### src/rtl/alu_pkg.sv
// Shared ALU definitions: opcode encoding and flag bit positions.
// Latency: n/a (constants and types only).
// Backpressure: n/a.
package alu_pkg;

    // Opcode is {c13, c12}
    typedef enum logic [1:0] {
        OP_SHIFTL = 2'b00,
        OP_ADD    = 2'b01,
        OP_SHIFTR = 2'b10,
        OP_SUB    = 2'b11
    } alu_op_e;

    // Bit positions inside the 4-bit flag vector
    localparam int FLAG_C = 3;
    localparam int FLAG_O = 2;
    localparam int FLAG_N = 1;
    localparam int FLAG_Z = 0;

    localparam int DATA_W = 8;
    localparam int FLAGS_W = 4;

endpackage

### src/rtl/alu_adder8.sv
// 8-bit ripple-carry adder shared by ADD (cin=0) and SUB (b inverted, cin=1).
// Latency: purely combinational.
// Backpressure: none.
module alu_adder8
    import alu_pkg::*;
(
    input  logic [DATA_W-1:0] a,
    input  logic [DATA_W-1:0] b,
    input  logic              cin,
    output logic [DATA_W-1:0] sum,
    output logic              cout,
    output logic              ovf
);

    logic [DATA_W:0] w_carry;

    // Ripple the carry bit by bit from cin up to the carry-out of bit 7
    always_comb begin
        sum        = '0;
        w_carry    = '0;
        w_carry[0] = cin;
        for (int i = 0; i < DATA_W; i++) begin
            sum[i]       = a[i] ^ b[i] ^ w_carry[i];
            w_carry[i+1] = (a[i] & b[i]) | (w_carry[i] & (a[i] ^ b[i]));
        end
    end

    assign cout = w_carry[DATA_W];
    // Signed overflow: carry into the sign bit differs from carry out of it
    assign ovf  = w_carry[DATA_W] ^ w_carry[DATA_W-1];

endmodule

### src/rtl/alu.sv
// 8-bit ALU (shift left, add, arithmetic shift right, subtract) with C/O/N/Z flags.
// Latency: one cycle, result and flags registered together in one 12-bit flop bank.
// Backpressure: none; a new operation is accepted on every non-reset edge.
module alu
    import alu_pkg::*;
(
    input  logic                clk,
    input  logic                reset,
    input  logic [DATA_W-1:0]   alu_in_one,
    input  logic [DATA_W-1:0]   alu_in_two,
    input  logic                c12,
    input  logic                c13,
    output logic [DATA_W-1:0]   alu_result,
    output logic [FLAGS_W-1:0]  alu_flags
);

    alu_op_e                    w_op;
    logic                       w_is_sub;
    logic [DATA_W-1:0]          w_add_b;
    logic [DATA_W-1:0]          w_sum;
    logic                       w_cout;
    logic                       w_ovf;
    logic [DATA_W-1:0]          w_result;
    logic [FLAGS_W-1:0]         w_flags;
    logic [FLAGS_W+DATA_W-1:0]  r_out;

    assign w_op     = alu_op_e'({c13, c12});
    assign w_is_sub = (w_op == OP_SUB);
    // SUB reuses the adder as A + ~B + 1
    assign w_add_b  = w_is_sub ? ~alu_in_two : alu_in_two;

    alu_adder8 u_adder (
        .a    (alu_in_one),
        .b    (w_add_b),
        .cin  (w_is_sub),
        .sum  (w_sum),
        .cout (w_cout),
        .ovf  (w_ovf)
    );

    // Select result and C/O per opcode, then derive N/Z from the chosen result
    always_comb begin
        w_result = '0;
        w_flags  = '0;
        unique case (w_op)
            OP_SHIFTL: begin
                w_result         = {alu_in_one[DATA_W-2:0], 1'b0};
                w_flags[FLAG_C]  = alu_in_one[DATA_W-1];
                w_flags[FLAG_O]  = alu_in_one[DATA_W-1] ^ alu_in_one[DATA_W-2];
            end
            OP_SHIFTR: begin
                w_result         = {alu_in_one[DATA_W-1], alu_in_one[DATA_W-1:1]};
                w_flags[FLAG_C]  = alu_in_one[0];
                w_flags[FLAG_O]  = 1'b0;
            end
            OP_ADD, OP_SUB: begin
                w_result         = w_sum;
                w_flags[FLAG_C]  = w_cout;
                w_flags[FLAG_O]  = w_ovf;
            end
        endcase
        w_flags[FLAG_N] = w_result[DATA_W-1];
        w_flags[FLAG_Z] = (w_result == '0);
    end

    // Single output register; reset clears result and flags
    always_ff @(posedge clk) begin
        if (reset) begin
            r_out <= '0;
        end else begin
            r_out <= {w_flags, w_result};
        end
    end

    assign alu_result = r_out[DATA_W-1:0];
    assign alu_flags  = r_out[FLAGS_W+DATA_W-1:DATA_W];

endmodule

### config.mk
export PLATFORM = sky130hd
export DESIGN_NAME = alu
export DESIGN_NICKNAME = d
export VERILOG_FILES = /design/src/rtl/alu_pkg.sv /design/src/rtl/alu_adder8.sv /design/src/rtl/alu.sv
export SDC_FILE = /design/constraint.sdc
export NUM_CORES = 1
export LEC_CHECK = 0
export CORE_MARGIN = 2
export CORE_UTILIZATION = 37
export CTS_CLUSTER_SIZE = 24
export DETAILED_ROUTE_END_ITERATION = 8
export GPL_TIMING_DRIVEN = 0
export PLACE_DENSITY = 0.85
export SYNTH_ARGS = -nofsm -noshare
export SYNTH_HDL_FRONTEND = slang
export SYNTH_SLANG_ARGS = --single-unit
### constraint.sdc
create_clock -name clk -period 4.7 [get_ports clk]
set_input_delay 0.705 -clock clk [delete_from_list [all_inputs] [get_ports clk]]
set_output_delay 0.705 -clock clk [all_outputs]
set_load 0.05 [all_outputs]
==> results.toml, run 1 <==
[pwr]
comb_power_share_pct = 47.0
irDropWorstVdd_uv = 118
p_leak_nw = 0.454
internal_power_uw = 201
power_switching_uw = 121
clkPwrFrac_pct = 20.1
switching_share_pct = 37.6
power_density_mw_per_mm2 = 285
seqPwrFrac_pct = 32.9

[sta]
hold_viol_final = 0
grt_setup_unrepaired = "false"
worst_pin_slew_ns = 0.492
period_share_pct = 95.7
relSlewSlack_pct = 67.1
fmax_mhz = 222
setup_violations = 0
fin_crit_ns = 4.50
maxSlewViolCount = 0

[routing]
dr.pass1.iters = 4
routed_wl_microns = 1390
drc = 0
vias = 616
routed_via_density = 4.60
antenna_left = 0
wl_per_cell_microns = 10.4
drt_iter0_drc = 12

[logic_synthesis]
yosys.area.top_type = "dfxtp_1"
syn_area_sq_um = 756
synthFlopType = "dfxtp_1"
ys_ff_latch = 11
syn-num-nets = 100
yosysWarningCount = 0
synth_top_area_share_pct = 29.1
synth_edf_count = 0
synth_cell_types = 25
synthCells = 73
synth_most_common_cell = "dfxtp_1"
async_flop_share_pct = 0
seq_area_frac_synth_pct = 29.1
syn_avg_cell_area_sq_um = 10.4
synthTopCellsByArea = "dfxtp_1 (29%), fa_1 (19%), xnor2_1 (9.3%), mux2i_1 (7.9%), nor2_1 (4.5%)"
synthTopCellsByCount = "dfxtp_1 (11), nor2_1 (9), xnor2_1 (8)"

[setup_path]
endpoint_kind = "flip-flop"
cp_common_cell = "fa_1"
crit_chain = "dlygate4sd2_1 > buf_6 > nand2_4 > xnor2_1 > fa_1 > fa_1 > fa_1 > fa_1 > fa_1 > fa_2 > inv_1 > fa_1 > nand2_1 > o21ai_1 > nand4_1 > nor4_2"
path_max_fanout = 10
max_stage_delay_ns = 0.42
critPathKind = "input port to flip-flop"
critPathTopFamily = "adder cells"
crit_path_top_delay_cell = "fa_1"
worstSetupStartpointType = "input port"
cp_data_arrival_time_ns = 4.65
worst-path-buf-inv = 3
cp_data_required_time_ns = 4.85

[die]
coreArea_sq_mm = 0.00194
num_rows = 16
die_h_microns = 49.2
initial_core_util_pct = 38.9
dieWidth_microns = 49.2
pin_count = 32
dieArea_sq_mm = 0.00242

[finish]
fin_nets = 135
drive_gt1_share_pct = 13.1
diodes = 0
largest-register = "r_out"
utilization_pct = 58.1
largest_reg_flops = 11
finish.instance_area_sq_mm = 0.00113
top_regs = "r_out: 11 flops"
syn_to_final_growth_pct = 49.3

[clocking]
cts_tree = "yes"
htree_levels = 1
cts.clk_slew.worst_paths_ns = 0.07
cts_root_buf = "clkbuf_4"
clockBufferDepth = 2
cts_sinks = 11
postCtsSetupBuffers = 0
cts_made_buffers = 3

[placed_design]
dpl.hpwl_microns = 1210
port_buffers = 30
placed_cell_area_sq_mm = 0.00109
gp_congestion = 0.826

[status]
status = "finished clean"

[flow_run]
drv_cap = 0

[global_route]
grt_pass1_vias = 575
grt_max_degree = 11
grt_pass1_wl_microns = 2210
grt_overflow = 0
antenna_found_initial = 0
track_usage_pct = 12.2

[worst_hold_path]
hold_path.class = "input port to flip-flop"
[per-layer routing]
metal,up-vias,GRT usage [%],part of all wire [%]
li1,309,-,-
met1,273,11.8,40
met2,28,22.5,52
met3,6,0.920,5.6
met4,0,11.0,3.0
met5,-,0,0
[final timing paths]
kind        to  depth (start not counted)  from
min   r_out[5]                          3   c12
max   r_out[8]                         16   c13
[power groups by stage]
| stage | clock [mW] | combinational, mW | sequential, mW |
|---|---|---|---|
| after floorplan | 0 | 0.0624 | 0.144 |
| after global placement | 0 | 0.148 | 0.108 |
| after detailed placement | 0 | 0.152 | 0.108 |
| after CTS | 0.0656 | 0.152 | 0.106 |
| after global routing | 0.0692 | 0.163 | 0.107 |
| final | 0.0646 | 0.151 | 0.106 |
[cells by family after synthesis]
group / count (synthesis) / share of synthesized area, %
fa+ha+maj: 7 / 18.5
xor+xnor: 10 / 11.6
simple gates: 19 / 12.3
mux: 12 / 17.9
buf+inv: 7 / 5.30
compound gates: 7 / 5.30
flops: 11 / 29.1
[tightest hold or removal path, cell delays in order]
cell and delay, ns:
buf_2 0.16, mux2i_1 0.11, nor2_1 0.08
[through the flow]
step / hold slack (ns) / total power, mW / worst slack, ns / instances / setup TNS, ns
floorplan: 0.777 / 0.207 / 0.0929 / 73 / 0
global placement: 1.10 / 0.256 / -0.406 / 130 / -0.850
detailed placement: 1.09 / 0.260 / -0.528 / 130 / -1.32
CTS: 0.811 / 0.324 / 0.115 / 134 / 0
global route: 0.854 / 0.339 / 0.0339 / 134 / 0
finish: 0.818 / 0.322 / 0.202 / 134 / 0
[layout make-up]
class / instances / area (sq um)
Fill cell: 182 / 813
Multi-Input combinational cell: 55 / 505
Timing Repair Buffer: 30 / 299
Sequential cell: 11 / 220
Buffer: 5 / 35.0
Tap cell: 27 / 33.8
Clock buffer: 3 / 22.5
Inverter: 2 / 7.51
Clock inverter: 1 / 5.00
[what timing repair did]
item | in CTS | in global routing
endpoints found under the setup margin | 2 | 1
hold buffers | 0 | 0
gates resized for setup | 2 | 2
[cells in the final DEF, fill, tap and decap left out, types with 2 or more instances in the layout]
cell type,count
dfxtp_1,11
a21oi_1,2
xor2_1,2
o21ai_1,2
fa_1,6
mux2i_1,6
nand2_1,3
xnor2_1,8
a211oi_1,2
nor2_1,9
mux2_4,2
inv_1,2
clkbuf_4,4
mux2_1,3
clkdlybuf4s50_1,29
No activity file was read; power rests on OpenSTA's default activity.
==> run 2: changes to the inputs <==
SLEW_MARGIN = 0   (was default)
==> results of run 2 <==
No change in the layout: final DEF, timing and power equal those of run 1.
==> run 3: changes to the inputs <==
SLEW_MARGIN = 20   (was 0)
==> results of run 3 <==
No change in the layout: final DEF, timing and power equal those of run 1.
